`src/rtl/fwd_pkg.sv`:
```
// fwd_pkg: shared definitions for the EX-stage operand-forwarding block.
//   FWD_SEL_*      : source codes reported on fwd_sel per channel
//   fwd_state_t    : load-use stall FSM state (FWD_RUN, FWD_WAIT)
//   fwd_hist_ent_t : logical layout of one write-history entry at the
//                    default widths. The top level keeps the same three
//                    fields as parameter-sized arrays so that DATA_W/REG_AW
//                    stay configurable.
package fwd_pkg;

  localparam int FWD_SEL_W = 3;

  localparam logic [FWD_SEL_W-1:0] FWD_SEL_RF   = 3'd0;
  localparam logic [FWD_SEL_W-1:0] FWD_SEL_EXM  = 3'd1;
  localparam logic [FWD_SEL_W-1:0] FWD_SEL_PC4  = 3'd2;
  localparam logic [FWD_SEL_W-1:0] FWD_SEL_MWB  = 3'd3;
  localparam logic [FWD_SEL_W-1:0] FWD_SEL_HIST = 3'd4;

  typedef enum logic {
    FWD_RUN  = 1'b0,
    FWD_WAIT = 1'b1
  } fwd_state_t;

  typedef struct packed {
    logic        vld;
    logic [4:0]  idx;
    logic [31:0] val;
  } fwd_hist_ent_t;

endpackage

```
`src/rtl/fwd_ch_sel.sv`:
```
// fwd_ch_sel: match and priority logic for one operand channel.
// Purely combinational. Priority, youngest first:
//   EX/MEM (result or PC+4 for links) -> MEM/WB -> history -> regfile.
// Register index 0 never matches and always selects the regfile value.
// Ports:
//   i_idx / i_rf_val          source register index and regfile value
//   i_ex_mem_*                EX/MEM writer (wr_en, idx, is_load, link, res, pc4)
//   i_mem_wb_*                MEM/WB writer (wr_en, idx, val)
//   i_hist_vld/idx/val        history entries, entry 0 youngest (flattened)
//   o_val / o_sel             forwarded operand and its source code
//   o_hazard                  operand depends on a load still in EX/MEM
module fwd_ch_sel
  import fwd_pkg::*;
#(
  parameter int DATA_W     = 32,
  parameter int REG_AW     = 5,
  parameter int HIST_DEPTH = 2
) (
  input  logic [REG_AW-1:0]            i_idx,
  input  logic [DATA_W-1:0]            i_rf_val,
  input  logic                         i_ex_mem_wr_en,
  input  logic [REG_AW-1:0]            i_ex_mem_wr_idx,
  input  logic                         i_ex_mem_is_load,
  input  logic                         i_ex_mem_link,
  input  logic [DATA_W-1:0]            i_ex_mem_res,
  input  logic [DATA_W-1:0]            i_ex_mem_pc4,
  input  logic                         i_mem_wb_wr_en,
  input  logic [REG_AW-1:0]            i_mem_wb_wr_idx,
  input  logic [DATA_W-1:0]            i_mem_wb_val,
  input  logic [HIST_DEPTH-1:0]        i_hist_vld,
  input  logic [HIST_DEPTH*REG_AW-1:0] i_hist_idx,
  input  logic [HIST_DEPTH*DATA_W-1:0] i_hist_val,
  output logic [DATA_W-1:0]            o_val,
  output logic [FWD_SEL_W-1:0]         o_sel,
  output logic                         o_hazard
);

  logic              w_nz;
  logic              w_exm_hit;
  logic              w_mwb_hit;
  logic              w_hist_hit;
  logic [DATA_W-1:0] w_hist_val;

  assign w_nz      = (i_idx != '0);
  assign w_exm_hit = w_nz && i_ex_mem_wr_en && (i_ex_mem_wr_idx == i_idx);
  assign w_mwb_hit = w_nz && i_mem_wb_wr_en && (i_mem_wb_wr_idx == i_idx);
  assign o_hazard  = w_exm_hit && i_ex_mem_is_load;

  // Scan oldest to youngest so the youngest matching entry wins.
  always_comb begin
    w_hist_hit = 1'b0;
    w_hist_val = '0;
    for (int i = HIST_DEPTH - 1; i >= 0; i--) begin
      if (w_nz && i_hist_vld[i] && (i_hist_idx[i*REG_AW +: REG_AW] == i_idx)) begin
        w_hist_hit = 1'b1;
        w_hist_val = i_hist_val[i*DATA_W +: DATA_W];
      end
    end
  end

  always_comb begin
    o_val = i_rf_val;
    o_sel = FWD_SEL_RF;
    if (w_exm_hit) begin
      if (i_ex_mem_link) begin
        o_val = i_ex_mem_pc4;
        o_sel = FWD_SEL_PC4;
      end else begin
        o_val = i_ex_mem_res;
        o_sel = FWD_SEL_EXM;
      end
    end else if (w_mwb_hit) begin
      o_val = i_mem_wb_val;
      o_sel = FWD_SEL_MWB;
    end else if (w_hist_hit) begin
      o_val = w_hist_val;
      o_sel = FWD_SEL_HIST;
    end
  end

endmodule

```
`src/rtl/fwd_bypass_unit.sv`:
```
// fwd_bypass_unit: NUM_CH-channel operand forwarding for the EX stage with
// a one-cycle load-use stall FSM and a saturating stall counter.
// Optional feature macro: FWD_WB_HIST_EN adds a HIST_DEPTH-entry shift
// buffer of recent MEM/WB writes (sel 4) for register files that do not
// write through in the same cycle. Without it, sel 4 is never produced.
// Ports:
//   clk, rst          clock (rising edge), asynchronous active-high reset
//   id_ex_idx/val     per-channel source index and regfile value (packed)
//   ex_mem_*          EX/MEM writer info, incl. load flag and link PC+4
//   mem_wb_*          MEM/WB writer info
//   fwd_val/fwd_sel   per-channel forwarded operand and source code
//   load_use_stall    one-cycle stall request for a load-use hazard
//   stall_cnt         saturating count of stall cycles
//   dbg_state         current stall FSM state
module fwd_bypass_unit
  import fwd_pkg::*;
#(
  parameter int DATA_W     = 32,
  parameter int REG_AW     = 5,
  parameter int NUM_CH     = 2,
  parameter int HIST_DEPTH = 2,
  parameter int CNT_W      = 16
) (
  input  logic                        clk,
  input  logic                        rst,
  input  logic [NUM_CH*REG_AW-1:0]    id_ex_idx,
  input  logic [NUM_CH*DATA_W-1:0]    id_ex_val,
  input  logic                        ex_mem_wr_en,
  input  logic [REG_AW-1:0]           ex_mem_wr_idx,
  input  logic                        ex_mem_is_load,
  input  logic                        ex_mem_link,
  input  logic [DATA_W-1:0]           ex_mem_res,
  input  logic [DATA_W-1:0]           ex_mem_pc4,
  input  logic                        mem_wb_wr_en,
  input  logic [REG_AW-1:0]           mem_wb_wr_idx,
  input  logic [DATA_W-1:0]           mem_wb_val,
  output logic [NUM_CH*DATA_W-1:0]    fwd_val,
  output logic [NUM_CH*FWD_SEL_W-1:0] fwd_sel,
  output logic                        load_use_stall,
  output logic [CNT_W-1:0]            stall_cnt,
  output fwd_state_t                  dbg_state
);

  fwd_state_t               r_state;
  fwd_state_t               w_state_nxt;
  logic [CNT_W-1:0]         r_stall_cnt;
  logic [NUM_CH-1:0]        w_ch_hazard;
  logic                     w_hazard;
  logic [HIST_DEPTH-1:0]        w_hist_vld;
  logic [HIST_DEPTH*REG_AW-1:0] w_hist_idx;
  logic [HIST_DEPTH*DATA_W-1:0] w_hist_val;

`ifdef FWD_WB_HIST_EN
  logic [HIST_DEPTH-1:0]        r_hist_vld;
  logic [HIST_DEPTH*REG_AW-1:0] r_hist_idx;
  logic [HIST_DEPTH*DATA_W-1:0] r_hist_val;

  // Entry 0 is the youngest; a push shifts everything one slot older and
  // drops the oldest entry. Writes to register 0 are not recorded.
  always_ff @(posedge clk or posedge rst) begin
    if (rst) begin
      r_hist_vld <= '0;
      r_hist_idx <= '0;
      r_hist_val <= '0;
    end else if (mem_wb_wr_en && (mem_wb_wr_idx != '0)) begin
      for (int i = HIST_DEPTH - 1; i >= 1; i--) begin
        r_hist_vld[i]                 <= r_hist_vld[i-1];
        r_hist_idx[i*REG_AW +: REG_AW] <= r_hist_idx[(i-1)*REG_AW +: REG_AW];
        r_hist_val[i*DATA_W +: DATA_W] <= r_hist_val[(i-1)*DATA_W +: DATA_W];
      end
      r_hist_vld[0]          <= 1'b1;
      r_hist_idx[0 +: REG_AW] <= mem_wb_wr_idx;
      r_hist_val[0 +: DATA_W] <= mem_wb_val;
    end
  end

  assign w_hist_vld = r_hist_vld;
  assign w_hist_idx = r_hist_idx;
  assign w_hist_val = r_hist_val;
`else
  assign w_hist_vld = '0;
  assign w_hist_idx = '0;
  assign w_hist_val = '0;
`endif

  for (genvar c = 0; c < NUM_CH; c++) begin : g_ch
    fwd_ch_sel #(
      .DATA_W     (DATA_W),
      .REG_AW     (REG_AW),
      .HIST_DEPTH (HIST_DEPTH)
    ) u_ch (
      .i_idx            (id_ex_idx[c*REG_AW +: REG_AW]),
      .i_rf_val         (id_ex_val[c*DATA_W +: DATA_W]),
      .i_ex_mem_wr_en   (ex_mem_wr_en),
      .i_ex_mem_wr_idx  (ex_mem_wr_idx),
      .i_ex_mem_is_load (ex_mem_is_load),
      .i_ex_mem_link    (ex_mem_link),
      .i_ex_mem_res     (ex_mem_res),
      .i_ex_mem_pc4     (ex_mem_pc4),
      .i_mem_wb_wr_en   (mem_wb_wr_en),
      .i_mem_wb_wr_idx  (mem_wb_wr_idx),
      .i_mem_wb_val     (mem_wb_val),
      .i_hist_vld       (w_hist_vld),
      .i_hist_idx       (w_hist_idx),
      .i_hist_val       (w_hist_val),
      .o_val            (fwd_val[c*DATA_W +: DATA_W]),
      .o_sel            (fwd_sel[c*FWD_SEL_W +: FWD_SEL_W]),
      .o_hazard         (w_ch_hazard[c])
    );
  end

  assign w_hazard = |w_ch_hazard;

  // Stall FSM: state register.
  always_ff @(posedge clk or posedge rst) begin
    if (rst) r_state <= FWD_RUN;
    else     r_state <= w_state_nxt;
  end

  // Stall FSM: next state. WAIT always returns to RUN because the load has
  // then moved to MEM/WB and forwards normally.
  always_comb begin
    w_state_nxt = r_state;
    case (r_state)
      FWD_RUN:  if (w_hazard) w_state_nxt = FWD_WAIT;
      FWD_WAIT: w_state_nxt = FWD_RUN;
      default:  w_state_nxt = FWD_RUN;
    endcase
  end

  // Stall FSM: outputs. Stall is suppressed while reset is held.
  always_comb begin
    load_use_stall = 1'b0;
    if (!rst && (r_state == FWD_RUN) && w_hazard) load_use_stall = 1'b1;
  end

  always_ff @(posedge clk or posedge rst) begin
    if (rst) begin
      r_stall_cnt <= '0;
    end else if (load_use_stall && (r_stall_cnt != {CNT_W{1'b1}})) begin
      r_stall_cnt <= r_stall_cnt + 1'b1;
    end
  end

  assign stall_cnt = r_stall_cnt;
  assign dbg_state = r_state;

endmodule
```
`config.mk`:
```
export PLATFORM = sky130hd
export DESIGN_NAME = fwd_bypass_unit
export DESIGN_NICKNAME = d
export VERILOG_FILES = /design/src/rtl/fwd_pkg.sv /design/src/rtl/fwd_ch_sel.sv /design/src/rtl/fwd_bypass_unit.sv
export SDC_FILE = /design/constraint.sdc
export NUM_CORES = 1
export LEC_CHECK = 0
export BUFFER_PORTS_ARGS = -buffer_cell sky130_fd_sc_hd__buf_2
export CAP_MARGIN = 25
export CORE_AREA = 2 2 106 108
export CTS_CLUSTER_DIAMETER = 120
export DETAILED_ROUTE_END_ITERATION = 16
export DIE_AREA = 0 0 108 110
export GPL_ROUTABILITY_DRIVEN = 1
export GPL_TIMING_DRIVEN = 1
export PLACE_DENSITY = 0.65
export SYNTH_ARGS = -nofsm -noshare
export SYNTH_HDL_FRONTEND = slang
export SYNTH_SLANG_ARGS = --single-unit
```
`constraint.sdc`:
```
create_clock -name clk -period 3.6 [get_ports clk]
set_input_delay 0.72 -clock clk [delete_from_list [all_inputs] [get_ports clk]]
set_output_delay 0.72 -clock clk [all_outputs]
set_load 0.02 [all_outputs]
```
==> key figures <==
Critical path
  – RR Endpoint: stall_cnt[5]$_DFFE_PP0P_
  – CP required: 2.88 ns
  – Crit path from: id_ex_idx[7]
  – Worst Setup Start Kind: input pin
  – CP max stage cell: nor4_4
  – Worst Path Buf+Inv: 3
  – Crit. End Element: output port
  – Reg2reg setup slack: 1.86 ns
  – Worst-path cell chain: buf_2 -> xnor2_1 -> nand4_1 -> nor4_4 -> buf_12 -> mux2i_1 -> mux2i_1 -> buf_2
  – Worst r2r path cells: 5
  – Crit path max fanout: 30
  – Kind of critical path: in -> out
  – Worst EP arrival: 2.50 ns
  – Setup crit end: fwd_val[47]
  – Crit-path leading delay family: simple AND/OR/NAND/NOR gates
  – CP peak stage delay: roughly 0.47 ns
  – WP depth: 8
  – Worst r2r src: dbg_state$_DFF_PP0_

Detailed routing
  – DR iter-0 viols: between 150 and 200
  – Antenna Nets Post-Route: 0
  – Via Count: between 3000 and 4000
  – WL final: roughly 11 mm
  – Routed len/inst: 16.2 um
  – Detailed Routing Iterations Pass 1: 4
  – DR vias/cell: 4.87
  – Drt drc: 0

Pwr
  – Switching pwr: 0.313 mW
  – Sw Ratio: about two fifths
  – Clock group share of total power: 18.3%
  – Int Pwr: 0.475 mW
  – Pwr dens: 172 nW/um2
  – Comb pwr share: roughly 55%
  – Static Leak: 2.07 nW
  – Worst VDD drop: 0.195 mV
  – Flop pwr share: 26.4%

Yosys
  – Largest area contributor in the netlist: mux2i_1
  – Sequential fraction of the synthesis area: 13.9%
  – Post-synthesis register bit count: 17
  – Synth Cell Area: 3060 um2
  – Unique masters post-synth: 32
  – Post-Synthesis Cells: 300
  – Post-synth top area share: between 50 and 60%
  – Synth area leaders: mux2i_1 (53%), dfrtp_1 (14%), xnor2_1 (7.4%), buf_6 (4.0%), nor4_4 (2.8%)
  – Mapped Avg Cell Area: 10.2 um2
  – Number of warnings issued by yosys: 0

CTS
  – Cts hold-fix bufs: 0
  – Clock sink total: 17
  – CTS tree: yes
  – Maximum clock insertion buffer count: 2
  – Worst-Skew Late Latency: 0.25 ns
  – Clock slew at reported path FFs: 0.06 ns
  – Clock Root Buffer: clkbuf_8
  – CTS resizes: 0
  – H-tree depth: 1
  – CTS buffer count: 3

Hold path
  – Hold WC Path Type: reg -> reg
  – Hold path startpoint: dbg_state$_DFF_PP0_

GRT
  – Vias in the first global route: 3286
  – Total grt overflow: 0
  – GR Util All Layers: 16.8%
  – Initial antenna violation count: 0
  – Pin count of the biggest net entering global routing: 52
  – First-pass GRT wire length: 16.1 mm

Layout
  – Commonest non-fill, non-tap cell in the layout: buf_2
  – Most frequent cells in the layout: buf_2 (271), mux2i_1 (162), xnor2_1 (26), dfrtp_1 (17), xor2_1 (8)
  – Share of layout cells above drive strength 1: 53.2%
  – Area growth, synth to finish: 49.3%
  – Design area: about 4600 um2
  – Ant diodes: 0
  – Non-Filler Instances: 702
  – Nets: 750

Floorplanning
  – Die height: approximately 110 um
  – Core Rows: 38
  – DIE WIDTH: between 100 and 150 um
  – IO Pins: 274
  – Die area: approximately 12000 um2
  – Initial core utilization: between 20% and 30%
  – Core area: 10700 um2

Timing
  – Pins over their slew limit: 0
  – Normalized max-slew margin: 53.0%
  – Final period utilization: 89.4%
  – Worst-Margin Slew: 0.704 ns
  – Final setup viols: 0
  – Worst hold margin: 0.483 ns
  – Clock skew: between 0.001 and 0.0015 ns
  – Final Hold Fails: 0
  – Achievable Freq: 311 MHz
  – RSZ-0062 raised after global routing: no
  – Min cycle time layout: roughly 3.2 ns

Run
  – Maxcap violations: 0

Run status
  – Status: finished clean

Placement
  – Post-DP HPWL: slightly above 9 mm
  – Placed standard-cell area: 4500 um2
  – Cells after DPL: 694
  – Global placement routability congestion: around 0.83
  – Number of I/O port buffers: roughly 270
==> routing by layer <==
| layer | share of wire [%] | track usage [%] |
|---|---|---|
| met1 | 41 | 21.2 |
| met3 | 7.1 | 1.70 |
| met2 | 52 | 31.6 |
| met4 | 0.47 | 2.20 |
| met5 | 0 | 0 |
==> worst min-delay path by stage <==
stage | endpoint | slack (ns) | cells after the start
after floorplan | dbg_state$_DFF_PP0_ | 0.58 | 1
after global placement | dbg_state$_DFF_PP0_ | 0.46 | 1
after detailed placement | dbg_state$_DFF_PP0_ | 0.48 | 1
after CTS | dbg_state$_DFF_PP0_ | 0.49 | 1
after global routing | dbg_state$_DFF_PP0_ | 0.52 | 1
final | dbg_state$_DFF_PP0_ | 0.48 | 1
==> what timing repair did <==
item	4_1_cts	5_1_grt
endpoints found under the setup margin	8	14
buffers inserted	2	2
pin swaps	1	1
==> per-stage QoR <==
| stage | total power [mW] | setup WS [ns] | utilization, % | setup TNS (ns) |
|---|---|---|---|---|
| 3_5_place_dp | 0.647 | -0.0112 | 42.0 | -0.0120 |
| 2_1_floorplan | 0.449 | 0.601 | - | 0 |
| 5_1_grt | 0.842 | 0.262 | 42.7 | 0 |
| 3_3_place_gp | 0.637 | 0.0389 | 42.0 | 0 |
| 6_report | 0.788 | 0.381 | 42.7 | 0 |
| 4_1_cts | 0.796 | 0.0424 | 42.6 | 0 |
==> state kept, by name, indices dropped and copies added, names as in the netlist <==
register and flops:
stall_cnt 16, dbg_state 1
==> power by group through the flow <==
| stage | Sequential, mW | Clock, mW | Combinational, mW |
|---|---|---|---|
| floorplan | 0.219 | 0 | 0.229 |
| global placement | 0.210 | 0 | 0.427 |
| detailed placement | 0.211 | 0 | 0.436 |
| CTS | 0.208 | 0.149 | 0.439 |
| global route | 0.209 | 0.160 | 0.473 |
| finish | 0.208 | 0.144 | 0.436 |
==> worst reg2reg max path: cells and delay by family (launching register included) <==
family	cells	cell delay, ns
AND/OR/NAND/NOR	3	1.00
flip-flops	1	0.40
AO/OA/AOI/OAI	1	0.08
XOR/XNOR	1	0.14
==> layout make-up <==
type / count / area (um2)
Tap cell: 140 / 175
Fill cell: 1075 / 6120
Sequential cell: 17 / 425
Multi-Input combinational cell: 257 / 2430
Timing Repair Buffer: 281 / 1480
Inverter: 3 / 11.3
Clock buffer: 4 / 45.0
==> synthesized netlist by cell type <==
master,n
nand4_1,4
or4_4,2
nor2_1,3
buf_6,11
o211ai_2,3
inv_1,3
nor3b_1,2
xor2_1,8
dfrtp_1,17
clkbuf_1,4
nor2b_1,1
nor4_4,4
xnor2_1,26
ha_1,1
o2111ai_2,2
mux2_1,1
o2111ai_1,6
mux2_2,1
and3_1,7
buf_1,1
nor2_4,2
buf_4,5
nor3_1,1
nor3b_2,1
mux2i_1,162
o211ai_1,4
buf_2,3
nand2_1,6
and4_1,3
conb_1,1
o21ai_0,2
nand3_1,3
==> kinds of logic (layout without fill, tap and decap cells) <==
| family | after synthesis | count (layout) | share of synthesized area (%) |
|---|---|---|---|
| compound gates | 17 | 17 | 5.23 |
| xor+xnor | 34 | 34 | 9.72 |
| fa+ha+maj | 1 | 1 | 0.408 |
| buf+inv | 27 | 288 | 6.74 |
| flops | 17 | 17 | 13.9 |
| mux | 164 | 164 | 53.7 |
| other cells | 1 | 2 | 0.122 |
| simple gates | 39 | 39 | 10.2 |
(Power assumes the default switching activity.)
